$ cat config.mk
export PLATFORM = sky130hd
export DESIGN_NAME = idwt_frame_ctrl
export DESIGN_NICKNAME = d
export VERILOG_FILES = /design/src/rtl/idwt_frame_ctrl.sv
export SDC_FILE = /design/constraint.sdc
export NUM_CORES = 1
export LEC_CHECK = 0
export CAP_MARGIN = 10
export CORE_MARGIN = 8
export CORE_UTILIZATION = 45
export CTS_CLUSTER_SIZE = 28
export DETAILED_ROUTE_END_ITERATION = 10
export DONT_BUFFER_PORTS = 1
export GPL_ROUTABILITY_DRIVEN = 0
export SETUP_SLACK_MARGIN = 0.02
export SLEW_MARGIN = 25
export SYNTH_ARGS = -nofsm -noshare
export SYNTH_HDL_FRONTEND = slang
export SYNTH_SLANG_ARGS = --single-unit
$ cat constraint.sdc
create_clock -name iclk -period 4.8 [get_ports iclk]
set_clock_uncertainty 0.05 [all_clocks]
set_input_delay 0.48 -clock iclk [delete_from_list [all_inputs] [get_ports iclk]]
set_output_delay 0.48 -clock iclk [all_outputs]
set_load 0.005 [all_outputs]
$ cat src/rtl/idwt_frame_ctrl.sv
// Frame sequencer for one idwt_core: generates the core clock-enable strobes,
// feeds one L/H pair per iclk_ena slot and counts reconstructed samples.
module idwt_frame_ctrl #(
    parameter int pWIDTH    = 16,
    parameter int pDIV_LOG2 = 4,
    parameter int pLEN_W    = 16,
    parameter int pDRAIN    = 32
) (
    input  logic              iclk,
    input  logic              irst,
    input  logic              istart,
    input  logic [pLEN_W-1:0] ilen,
    input  logic              ival,
    input  logic [pWIDTH-1:0] idatL,
    input  logic [pWIDTH-1:0] idatH,
    output logic              ordy,
    output logic              ocore_clk_ena,
    output logic              ocore_clk_enax2,
    output logic              ocore_ena,
    output logic [pWIDTH-1:0] ocore_datL,
    output logic [pWIDTH-1:0] ocore_datH,
    input  logic              icore_oena,
    output logic              obusy,
    output logic              odone,
    output logic              oerr,
    output logic              ounderrun,
    output logic [pLEN_W:0]   ocnt_out
);

    localparam int DRAIN_W = $clog2(pDRAIN + 1);

    typedef enum logic [1:0] {IDLE, FEED, DRAIN, DONE} state_t;

    state_t                state_q, state_d;
    logic [pDIV_LOG2-1:0]  div_q;
    logic                  clk_ena_q, enax2_q;
    logic [pWIDTH-1:0]     hold_l_q, hold_l_d, hold_h_q, hold_h_d;
    logic                  hold_full_q, hold_full_d;
    logic [pLEN_W-1:0]     n_q, n_d, in_cnt_q, in_cnt_d;
    logic                  core_ena_q, core_ena_d;
    logic [pWIDTH-1:0]     dat_l_q, dat_l_d, dat_h_q, dat_h_d;
    logic                  underrun_q, underrun_d;
    logic [pLEN_W:0]       ocnt_q, ocnt_d;
    logic [DRAIN_W-1:0]    drain_q, drain_d;
    logic                  done_q, done_d, err_q, err_d;
    logic                  accept, consume;
    logic [pLEN_W:0]       two_n;

    // Free-running divider; the strobes are registered so the core sees clean pulses.
    always_ff @(posedge iclk or posedge irst) begin
        if (irst) begin
            div_q     <= '0;
            clk_ena_q <= 1'b0;
            enax2_q   <= 1'b0;
        end else begin
            // NOTE: non-blocking so every register samples pre-edge values of the others.
            div_q     <= div_q + 1'b1;
            clk_ena_q <= &div_q;
            enax2_q   <= &div_q[pDIV_LOG2-2:0];
        end
    end

    assign ordy    = (state_q == FEED) && !hold_full_q;
    assign accept  = ival && ordy;
    assign consume = (state_q == FEED) && clk_ena_q && hold_full_q;
    assign two_n   = {n_q, 1'b0};

    always_comb begin
        // NOTE: every variable gets a default first so no path infers a latch.
        state_d     = state_q;
        hold_l_d    = hold_l_q;
        hold_h_d    = hold_h_q;
        hold_full_d = (hold_full_q && !consume) || accept;
        n_d         = n_q;
        in_cnt_d    = in_cnt_q;
        core_ena_d  = core_ena_q;
        dat_l_d     = dat_l_q;
        dat_h_d     = dat_h_q;
        underrun_d  = underrun_q;
        ocnt_d      = ocnt_q;
        drain_d     = drain_q;
        done_d      = 1'b0;
        err_d       = 1'b0;

        if (accept) begin
            hold_l_d = idatL;
            hold_h_d = idatH;
        end

        if (state_q != IDLE && enax2_q && icore_oena && ocnt_q != '1)
            ocnt_d = ocnt_q + 1'b1;

        // Outside FEED the core must not keep re-sampling a stale pair.
        if (clk_ena_q && state_q != FEED)
            core_ena_d = 1'b0;

        case (state_q)
            IDLE: begin
                if (istart) begin
                    if (ilen == '0) begin
                        done_d = 1'b1;
                    end else begin
                        n_d        = ilen;
                        in_cnt_d   = '0;
                        ocnt_d     = '0;
                        underrun_d = 1'b0;
                        drain_d    = '0;
                        state_d    = FEED;
                    end
                end
            end
            FEED: begin
                if (clk_ena_q) begin
                    if (hold_full_q) begin
                        core_ena_d = 1'b1;
                        dat_l_d    = hold_l_q;
                        dat_h_d    = hold_h_q;
                        in_cnt_d   = in_cnt_q + 1'b1;
                        if (in_cnt_d == n_q)
                            state_d = DRAIN;
                    end else begin
                        core_ena_d = 1'b0;
                        underrun_d = 1'b1;
                    end
                end
            end
            DRAIN: begin
                if (ocnt_q == two_n) begin
                    done_d  = 1'b1;
                    state_d = DONE;
                end else if (drain_q == DRAIN_W'(pDRAIN)) begin
                    done_d  = 1'b1;
                    err_d   = 1'b1;
                    state_d = DONE;
                end else if (clk_ena_q) begin
                    drain_d = drain_q + 1'b1;
                end
            end
            DONE: begin
                state_d = IDLE;
            end
            default: state_d = IDLE;
        endcase
    end

    always_ff @(posedge iclk or posedge irst) begin
        if (irst) begin
            // NOTE: datapath registers are reset too, so every output reads 0 out of reset.
            state_q     <= IDLE;
            hold_l_q    <= '0;
            hold_h_q    <= '0;
            hold_full_q <= 1'b0;
            n_q         <= '0;
            in_cnt_q    <= '0;
            core_ena_q  <= 1'b0;
            dat_l_q     <= '0;
            dat_h_q     <= '0;
            underrun_q  <= 1'b0;
            ocnt_q      <= '0;
            drain_q     <= '0;
            done_q      <= 1'b0;
            err_q       <= 1'b0;
        end else begin
            state_q     <= state_d;
            hold_l_q    <= hold_l_d;
            hold_h_q    <= hold_h_d;
            hold_full_q <= hold_full_d;
            n_q         <= n_d;
            in_cnt_q    <= in_cnt_d;
            core_ena_q  <= core_ena_d;
            dat_l_q     <= dat_l_d;
            dat_h_q     <= dat_h_d;
            underrun_q  <= underrun_d;
            ocnt_q      <= ocnt_d;
            drain_q     <= drain_d;
            done_q      <= done_d;
            err_q       <= err_d;
        end
    end

    assign ocore_clk_ena   = clk_ena_q;
    assign ocore_clk_enax2 = enax2_q;
    assign ocore_ena       = core_ena_q;
    assign ocore_datL      = dat_l_q;
    assign ocore_datH      = dat_h_q;
    assign obusy           = (state_q != IDLE);
    assign odone           = done_q;
    assign oerr            = err_q;
    assign ounderrun       = underrun_q;
    assign ocnt_out        = ocnt_q;

endmodule
==> out/summary.txt <==
Status: completed
Combinational share of power: 5.1%
Overall routing resource usage: 17.2%
# DRC: 0
GRT Max-Usage Layer: met2
RSZ-0062 raised after global routing: no
R2R Setup Slk: 1.51 ns
Met3 Use GR: 6.06%
Routed Antenna Nets: 0
Actual slew at the worst max-slew pin: 0.813 ns
CP startpoint kind: flop
CP endpoint kind: flop
FF+latch count, synth: 132
Seq/Total Area, Yosys: 53.1%
# IOs: 110
WP data required: 5.05 ns
Area added between synthesis and finish: 12.4%
Rel. slew slack: 45.8%
Share of cells above drive strength 1: 14.4%
Power per cell area: 393 nW/um^2
Finish-stage setup viols: 0
Fin crit share: 68.5%
Vias per Instance: 5.57
Post-CTS Setup Inserts: 0
Cell area after layout: 6990 sq um
Antenna cell count: 0
Reg-to-reg endpoint: state_q[1]
# port buffers: 0
Total die area: 17,800 sq um
Post-synth EDFFs: 0
Worst setup path start: in_cnt_q[0]
Hold crit path type: in -> reg
Synth top area cells: dfrtp_1, mux2_2, nand2_1
H-tree levels: 4
Hold depth: 2
Fillers: 1,245
Avg Cell Area, Syn: 10.2 sq um
Nets: 669
Lkg Pwr: 3.16 nW
Max stage delay on crit path: 0.56 ns
Sum of negative setup slack: 0 ns
DR vias: 4,447
Syn_nets: 670
Max Slew Vio Count: 0
Wire length per cell: 18.6 um
Post-synth top area cell: dfrtp_1
WHS Endpoint: n_q[6]
Worst Hold Launch: ilen[6]
Num CTS Buffers: 17
Initial Util: 45.5%
Total wire length: 14,800 um
Post-Syn Instances: 607
Yosys top cell area share: 53.1%
M2 GR Usage: 27.8%
Cell Area, Placed: 6380 sq um
Router iterations before antenna repair: 5
Initial DRC Count: 387
Max Cap Violations: 0
Core Area: 13,700 sq um
CTS tree: built
Clock Power Share: 47.7%
Post-synth top flop: dfrtp_1
Worst VDD drop: 0.254 mV
Reg2Reg Launch Point: in_cnt_q[0]
F_max: 304 MHz
Max clock buf depth: 2
Global route overflow: 0
Vias in the first global route: 4,347
Asr flop ratio synth: 100%
Largest net degree at the start of global routing: 67
Flop pwr share: 47.2%
Die height: 134 um
Total of warnings raised by yosys: 0
Crit path cell chain: ha_1 > nand4_4 > or4_1 > a211oi_1 > o32ai_1 > or4_1 > a211o_1 > mux2_4
Antenna violations before repair: 2
Path depth of the worst reg2reg path: 8
Hold Vio Cnt, Final: 0
CTS Sinks: 132
Die width: 134 um
Post-synth cell types: 51
Tmin final: 3.29 ns
Crit path max fanout: 8
Global-route wire length before repair: 23,900 um
Detail Placement HPWL: 10,500 um
Sw frac: 23.0%
Arrival time at the worst endpoint: 3.54 ns
Mapped cell area: 6220 sq um
Met1 Usage GRT: 20.3%
CP Class: reg -> reg
Worst skew pair latency: 0.42 ns
Root cell of the clock tree: clkbuf_16
Most common cell on crit path: or4_1
Pint: 0.00212 W
Sw power: 0.000631 W
Critical path's slowest cell: or4_1
# rows: 43
Clock transition at the registers of the reported paths: 0.06 ns
## how the worst max path moves through the flow
stage	endpoint	slack, ns
finish	state_q[1]	1.51
global route	state_q[1]	1.31
detailed placement	ocnt_out[13]	1.46
global placement	state_q[1]	1.60
CTS	ocnt_out[13]	1.36
floorplan	asynchronous set/reset pin	0.74
## sequential cells by signal (all words and copies together), names as in the netlist, 2 cells and up, named ones only
| signal | cells |
|---|---|
| div_q | 4 |
| drain_q | 6 |
| hold_h_q | 16 |
| hold_l_q | 16 |
| in_cnt_q | 16 |
| n_q | 16 |
| ocnt_out | 17 |
| ocore_datH | 16 |
| ocore_datL | 16 |
| state_q | 2 |
## cells by family after synthesis
group / synth area share (%)
AO/OA/AOI/OAI: 7.42
AND/OR/NAND/NOR: 18.8
buffers and inverters: 2.68
adder cells (fa/ha/maj): 2.01
flip-flops: 53.1
XOR/XNOR: 6.62
multiplexers: 9.39
## final cells by class
| type | count | area (sq um) | share of cell area (%) |
|---|---|---|---|
| Multi-Input combinational cell | 434 | 2760 | 39.5 |
| Inverter | 14 | 55.1 | 0.788 |
| Timing Repair Buffer | 7 | 55.1 | 0.788 |
| Clock buffer | 22 | 464 | 6.64 |
| Clock inverter | 9 | 129 | 1.84 |
| Sequential cell | 132 | 3300 | 47.3 |
| Tap cell | 180 | 225 | 3.22 |
## per-layer routing
layer	part of all wire (%)	vias up
met5	0.081	-
met4	2.1	2
met3	7.3	25
met2	49	126
met1	42	2197
li1	-	2097
## cell usage in the layout (no fill, tap or decap), types with 14 or more instances in the layout
master	synthesis	routed
o21ai_0	37	37
mux2_2	47	47
clkbuf_16	0	17
dfrtp_1	132	132
xor2_1	23	23
xnor2_1	24	24
and3_1	14	14
nand3_1	19	19
nor2_1	34	34
nand2_1	127	127
## worst max-delay path: cells and delay by family, from the launching register on
kind,cells,cell delay [ns]
AOI/OAI and AO/OA,3,0.75
muxes,1,0.31
and+or+nand+nor,3,1.21
DFF,1,0.47
adders and majority gates,1,0.39
## cells in the mapped netlist, drive strengths merged (3+ instances only)
| library cell | instances |
|---|---|
| ha | 10 |
| o21ai | 37 |
| xnor2 | 24 |
| o211ai | 3 |
| nand2b | 3 |
| mux2i | 4 |
| mux2 | 48 |
| or4 | 3 |
| nor4 | 8 |
| nand2 | 127 |
| and3 | 14 |
| clkbuf | 18 |
| a21oi | 11 |
| or3 | 8 |
| nor2b | 3 |
| dfrtp | 132 |
| nor3 | 7 |
| o31ai | 6 |
| xor2 | 23 |
| nand3 | 20 |
| buf | 9 |
| o41ai | 4 |
| inv | 14 |
| nand4 | 14 |
| nor2 | 34 |
## per-stage QoR
stage          setup slack, ns  instances  utilization [%]  hold WS, ns  total power, W
2_1_floorplan            0.744        607                -        0.372         0.00140
3_3_place_gp              1.60        766             46.7        0.323         0.00145
3_5_place_dp              1.46        766             46.7        0.330         0.00146
4_1_cts                   1.36        798             51.1        0.129         0.00278
5_1_grt                   1.31        798             51.2        0.142         0.00285
6_report                  1.51        798             51.2        0.148         0.00275
## power groups by stage
stage	logic [W]	clock network, W	registers, W
after global placement	0.000137	0	0.00131
final	0.000140	0.00131	0.00130
after CTS	0.000144	0.00134	0.00130
after global routing	0.000163	0.00138	0.00131
after floorplan	0.000116	0	0.00128
after detailed placement	0.000143	0	0.00132
## repair_timing
| item | in CTS | in global routing |
|---|---|---|
| hold buffers | 1 | 0 |
| gates resized for setup | 0 | 0 |
| endpoints found under the hold margin | 30 | 0 |
No activity file was read; power rests on OpenSTA's default activity.
